File: src/rtl/hud_pkg.sv
// Shared constants and helpers for the HUD score path.
// XVGA geometry plus BCD digit parameters.
package hud_pkg;

    localparam int H_ACTIVE  = 1024;
    localparam int V_ACTIVE  = 768;
    localparam int DIGIT_W   = 4;
    localparam int MAX_DRUMS = 16;
    localparam int BCD_MAX   = 9;

    // Single-digit BCD increment; 9 wraps to 0 with no carry.
    function automatic logic [DIGIT_W-1:0] bcd_inc(
        input logic [DIGIT_W-1:0] d
    );
        return (d >= DIGIT_W'(BCD_MAX)) ? '0 : d + 1'b1;
    endfunction

endpackage

File: src/rtl/hud_score_writer_digit.sv
// One wrapping BCD hit counter; clear beats inc.
// Module name bcd_digit, instantiated once per drum.
module bcd_digit
    import hud_pkg::*;
(
    input  logic               clk,
    input  logic               reset,
    input  logic               clear,
    input  logic               inc,
    output logic [DIGIT_W-1:0] count
);

    always_ff @(posedge clk) begin
        if (reset || clear) begin
            count <= '0;
        end else if (inc) begin
            count <= bcd_inc(count);
        end
    end

endmodule

File: src/rtl/hud_score_writer.sv
// Per-drum BCD hit counters with a blanking-only drain of
// digit updates into hud_digits, one write per cycle.
module hud_score_writer
    import hud_pkg::*;
#(
    parameter int NUM_DRUMS = 4,
    parameter int V_ACTIVE  = hud_pkg::V_ACTIVE
)
(
    input  logic                         clk,
    input  logic                         reset,
    input  logic [NUM_DRUMS-1:0]         hit,
    input  logic                         clear,
    input  logic [9:0]                   vcount,
    output logic                         write,
    output logic [DIGIT_W-1:0]           num,
    output logic [3:0]                   blob,
    output logic [DIGIT_W*NUM_DRUMS-1:0] counts
);

    localparam logic [9:0] VA = 10'(V_ACTIVE);

    logic [NUM_DRUMS-1:0] pending;
    logic [NUM_DRUMS-1:0] pending_nxt;
    logic [NUM_DRUMS-1:0] sel_oh;
    logic [3:0]           sel;
    logic [DIGIT_W-1:0]   sel_num;
    logic                 blanking;
    logic                 drain;

    for (genvar g = 0; g < NUM_DRUMS; g++) begin : g_digit
        bcd_digit u_digit (
            .clk   (clk),
            .reset (reset),
            .clear (clear),
            .inc   (hit[g]),
            .count (counts[DIGIT_W*g +: DIGIT_W])
        );
    end

    // Lowest pending index wins; descending scan keeps the last match.
    always_comb begin
        sel     = '0;
        sel_oh  = '0;
        sel_num = '0;
        for (int i = NUM_DRUMS - 1; i >= 0; i--) begin
            if (pending[i]) begin
                sel       = 4'(i);
                sel_oh    = '0;
                sel_oh[i] = 1'b1;
                sel_num   = counts[DIGIT_W*i +: DIGIT_W];
            end
        end
    end

    always_comb begin
        blanking    = (vcount >= VA);
        drain       = blanking && (|pending);
        pending_nxt = clear ? '1 : (pending | hit);
        // A hit on the drum being sent keeps it pending for the new value.
        if (drain && !clear) begin
            pending_nxt = pending_nxt & ~(sel_oh & ~hit);
        end
    end

    always_ff @(posedge clk) begin
        if (reset) begin
            pending <= '1;
            write   <= 1'b0;
            num     <= '0;
            blob    <= '0;
        end else begin
            pending <= pending_nxt;
            write   <= drain;
            if (drain) begin
                num  <= sel_num;
                blob <= sel;
            end
        end
    end

endmodule

File: config.mk
export PLATFORM = sky130hd
export DESIGN_NAME = hud_score_writer
export DESIGN_NICKNAME = d
export VERILOG_FILES = /design/src/rtl/hud_pkg.sv /design/src/rtl/hud_score_writer_digit.sv /design/src/rtl/hud_score_writer.sv
export SDC_FILE = /design/constraint.sdc
export NUM_CORES = 1
export LEC_CHECK = 0
export ABC_CLOCK_PERIOD_IN_PS = 1500
export CAP_MARGIN = 20
export CELL_PAD_IN_SITES_DETAIL_PLACEMENT = 2
export CELL_PAD_IN_SITES_GLOBAL_PLACEMENT = 2
export CORE_MARGIN = 10
export CORE_UTILIZATION = 30
export CTS_BUF_LIST = sky130_fd_sc_hd__clkbuf_8
export DETAILED_ROUTE_END_ITERATION = 7
export PLACE_DENSITY_LB_ADDON = 0.12
export SETUP_SLACK_MARGIN = 0.4
export SYNTH_ARGS = -nofsm -noshare
export SYNTH_HDL_FRONTEND = slang
export SYNTH_SLANG_ARGS = --single-unit
File: constraint.sdc
create_clock -name clk -period 1.5 [get_ports clk]
set_input_delay 0.375 -clock clk [delete_from_list [all_inputs] [get_ports clk]]
set_output_delay 0.375 -clock clk [all_outputs]
set_load 0.01 [all_outputs]
### After elaboration in Yosys (flattened, before gate mapping)

Cells that the tools add are included.

* register bits after elaboration: 29
* bits in latches: 0
* RAM bits: 0
* ROM bits: 0
* memories: 0

* $add $sub $neg: 4
* $mul: 0
* divide/modulo/power cells: 0
* $lt $le $gt $ge: 5
* equality and inequality tests: 0
* shift operators: 0
* muxes and demuxes: 18
* bitwise gates (word level): 5
* reductions and logical operators: 5

Operators with widths (count)
* $mux W4: 17
* $add A4 B1 Y4 const B: 4
* $ge A4 B4 Y1 const B: 4
* $ge A10 B10 Y1 const B: 1
* $and A4 B4 Y4: 2
* $not A4 Y4: 2
* $or A4 B4 Y4: 1
* $reduce_or A4 Y1: 1
* $logic_and A1 B1 Y1: 2
* $mux W2: 1
* $logic_not A1 Y1: 1
* $logic_or A1 B1 Y1: 1

### Longest topological paths before layout

* depth in word-level cells: 8
* depth in mapped cells: 6
* mapped depth without buffers: 5

### Cells and area by module

From an unflattened synthesis, not the netlist that was laid out.

* cell total of the unflattened synthesis: 153
* area total of the unflattened synthesis: 1403.8 µm²

Modules (own cells, without submodules)
* bcd_digit: times used 4, cells each 21, area each 205.2 µm², seq. area each 80.1 µm²
* hud_score_writer: times used 1, cells each 69, area each 583.1 µm², seq. area each 220.2 µm²

### Worst setup path before layout

No wires, ideal clock.

* kind: register to register
* start: register g_digit[2].u_digit.count[1]
* end: register g_digit[2].u_digit.count[1]
* data arrival time: 1381 ps
* data required time: 1439 ps
* path slack: 58 ps
* cell stages (with the launch flop): 6
* clock period less this slack: 1442 ps
* cell sequence: dfxtp_1 > inv_1 > ha_1 > or3b_1 > a21oi_2 > a32o_1

* word-level cells in the longest chain between the ends: 2

RTL lines
* start, declared: line hud_score_writer_digit.sv:10 `output logic [DIGIT_W-1:0] count`
* start signal, assigned: line hud_score_writer_digit.sv:17 `count <= bcd_inc(count);`
* $add A4 B1 Y4 or $ge A4 B4 Y1 (tied branches): line hud_pkg.sv:15 `return (d >= DIGIT_W'(BCD_MAX)) ? '0 : d + 1'b1;`
* $mux W4 (*): line hud_pkg.sv:15

Mark *: on every way between the ends. The rest lies on a longest branch, timed or not.
A chain may end at the register's enable or synchronous reset.

### Worst setup path in the final report

* start: register g_digit[2].u_digit.count[1]
* end: register g_digit[2].u_digit.count[3]

The elaborated chain is that of the path after synthesis.

==> qor.yml <==
run_status:
  status: "finished, final reports clean"
detailed_routing:
  via_per_inst: 5.44
  dr.pass1.iters: 5
  wl_per_cell_um: 27.4
  drt_iter0_drc: 103
  antenna_left: 0
  num_vias: 1780
  drc: 0
  finalWirelength_um: 8970
timing:
  rsz0062_at_grt: "true"
  fin_hold_ws_ns: 0.460
  hold_viol: 0
  setup_viol: 0
  maxSlewViolCount: 0
  fmax_mhz: 671
  fin_crit_sh_pct: 99.3
  finClkSkew_ns: 0.00213
  worst_slack_ns: 0.0101
  period_needed_ns: 1.49
  finalSetupTns_ns: 0
final_layout:
  fillers: 476
  finalInstanceArea_sq_um: 2920
  area_growth_syn_to_layout_pct: 89.7
  antenna_cells: 0
  stdcell_count: 327
  nNetsFinal: 287
  drive_above_1_share_pct: 70.4
synth:
  synth_commonest_cells: "dfxtp_1 (27), inv_1 (13), ha_1 (12), nor2_1 (11)"
  synth-async-reset-ratio_pct: 0
  ys_ff_latch: 27
  synth_top_area_cell: "dfxtp_1"
  syn_area_per_cell_sq_um: 9.40
  ys.flop_type: "dfxtp_1"
  synth_top_cells_by_area: "dfxtp_1 (35%), ha_1 (9.7%), a21oi_1 (3.2%), inv_1 (3.2%), o21ai_0 (2.9%)"
  ys_types: 40
  synthCells: 164
  yosys_warnings: 0
  synth_top_cell_area_share_pct: 35.1
  yosysMostFrequentCell: "dfxtp_1"
  synth-edff-count: 0
  syn-cell-area_sq_um: 1540
  ys_seq_area_share_pct: 35.1
grt:
  grt_pass1_wl_um: 11100
  antenna_found_initial: 0
  track_usage_pct: 16.2
  overflow: 0
  grt_pass1_vias: 1914
  grt_max_degree: 15
setup_path:
  worstSetupEndpointType: "register"
  cp_max_fo: 4
  path_class: "register to register"
  critPathArrivalTime_ns: 1.73
  crit_slowest_cell: "or3b_4"
  path_cells: "inv_4 > ha_1 > or3b_4 > a21oi_4 > a221o_1"
  cp-start-kind: "register"
  critPathTopFamily: "compound AO/OA/AOI/OAI gates"
  cp.required_ns: 1.74
  slowest_delay_ns: 0.39
  path_buf_inv: 1
cts:
  clk_latency_ns: 0.30
  hold_buffers: 0
  path_clk_slew_ns: 0.11
  clk_path_buf_depth: 2
  cts_buffers: 3
  cts_tree: "done"
  cts.sinks: 27
  htreeDepth: 1
  cts-root-buf: "clkbuf_8"
floorplan:
  core_area_sq_um: 5040
  fp.dieH_um: 91.7
  die_w_um: 91.7
  dieArea_sq_um: 8410
  rows: 26
  start_util_pct: 30.6
  io_pins: 42
flow_run:
  drv_cap: 0
placed_design:
  io_buffers: 31
  placed_cell_area_sq_um: 2150
  gp_congestion: 0.847
  placedCellCount: 278
  pre_cts_slack_ns: -0.313
  dp_hpwl_um: 3960
power:
  power_density_nw_per_um2: 546
  p_leak_nw: 1.18
  ir_drop_v: 0.000428
hold_path:
  hold_class: "input pin to register"
sequential cells by signal, summed over array words and instances (netlist names):
| name | count |
|---|---|
| g_digit.u_digit.count | 16 |
| write | 1 |
| pending | 4 |
| num | 4 |
| blob | 2 |
power breakdown:
group / leakage, nW / switching [mW] / internal [mW] / total, mW
registers: 0.232 / 0.0266 / 0.718 / 0.745
clock network: 0.0269 / 0.286 / 0.186 / 0.472
logic: 0.921 / 0.188 / 0.191 / 0.379
total: 1.18 / 0.501 / 1.10 / 1.60
cell usage in the layout (no fill, tap or decap), drive strengths merged:
cell type,n
dfxtp,27
nand3,4
a21oi,12
ha,12
and3b,2
nand4,2
clkdlybuf4s15,1
nor4b,3
inv,14
or3,2
o2111ai,1
o31ai,3
dlymetal6s2s,2
buf,89
o2bb2ai,1
or2,2
o41ai,2
nor2b,3
o32ai,2
a22o,5
a221o,2
o21ai,9
conb,2
nor3b,2
nand3b,4
a221oi,2
a211o,1
clkbuf,4
or4,1
nor4,1
a32o,4
nand2,10
dlygate4sd2,4
nor2,11
nor3,2
a311oi,4
or3b,2
and2,3
cell families after synthesis:
logic type / synth area share (%)
AO/OA/AOI/OAI: 24.7
adder cells (fa/ha/maj): 9.74
buffers and inverters: 8.12
flip-flops: 35.1
other: 0.243
AND/OR/NAND/NOR: 22.2
final cells by class:
class	count	area, sq um	area share (%)
flip-flops and latches	27	606	20.7
repair buffers	97	896	30.6
well taps	70	87.6	3.00
clock inverters	1	3.75	0.128
inverters	13	66.3	2.27
multi-input cells	116	1220	41.8
clock buffers	3	41.3	1.41
metal layers:
metal	track usage, %	wire (um)	vias up
met2	30.2	4980	55
li1	-	-	787
met1	18.2	3390	913
met4	5.09	280	0
met3	2.93	315	25
met5	0	0	-
path summary, 6_finish.rpt:
path | to | from | slack (ns) | depth (start not counted)
worst max register to register | g_digit[2].u_digit.count[3] | g_digit[2].u_digit.count[1] | 0.01 | 5
worst min-delay path | num[2] | reset | 0.46 | 3
worst max-delay path | g_digit[2].u_digit.count[3] | g_digit[2].u_digit.count[1] | 0.01 | 5
worst min register to register | g_digit[3].u_digit.count[3] | g_digit[3].u_digit.count[0] | 0.58 | 2
tightest hold or removal path, stage by stage:
cell and delay (ns):
buf_2 0.12, buf_4 0.19, a311oi_2 0.05
what timing repair did:
action / 4_1_cts / 5_1_grt
endpoints found under the hold margin: 0 / 0
pin swaps: 31 / 22
buffers inserted: 35 / 10
resized for setup: 186 / 40
setup endpoints to repair: 49 / 48
gates cloned: 0 / 0
metrics by stage:
stage	power (mW)	utilization [%]
floorplan	0.877	-
global placement	0.983	42.6
detailed placement	0.997	42.6
CTS	1.50	53.6
global route	1.65	58.0
finish	1.60	58.0
Note: power is estimated with default switching activity, not from simulation.
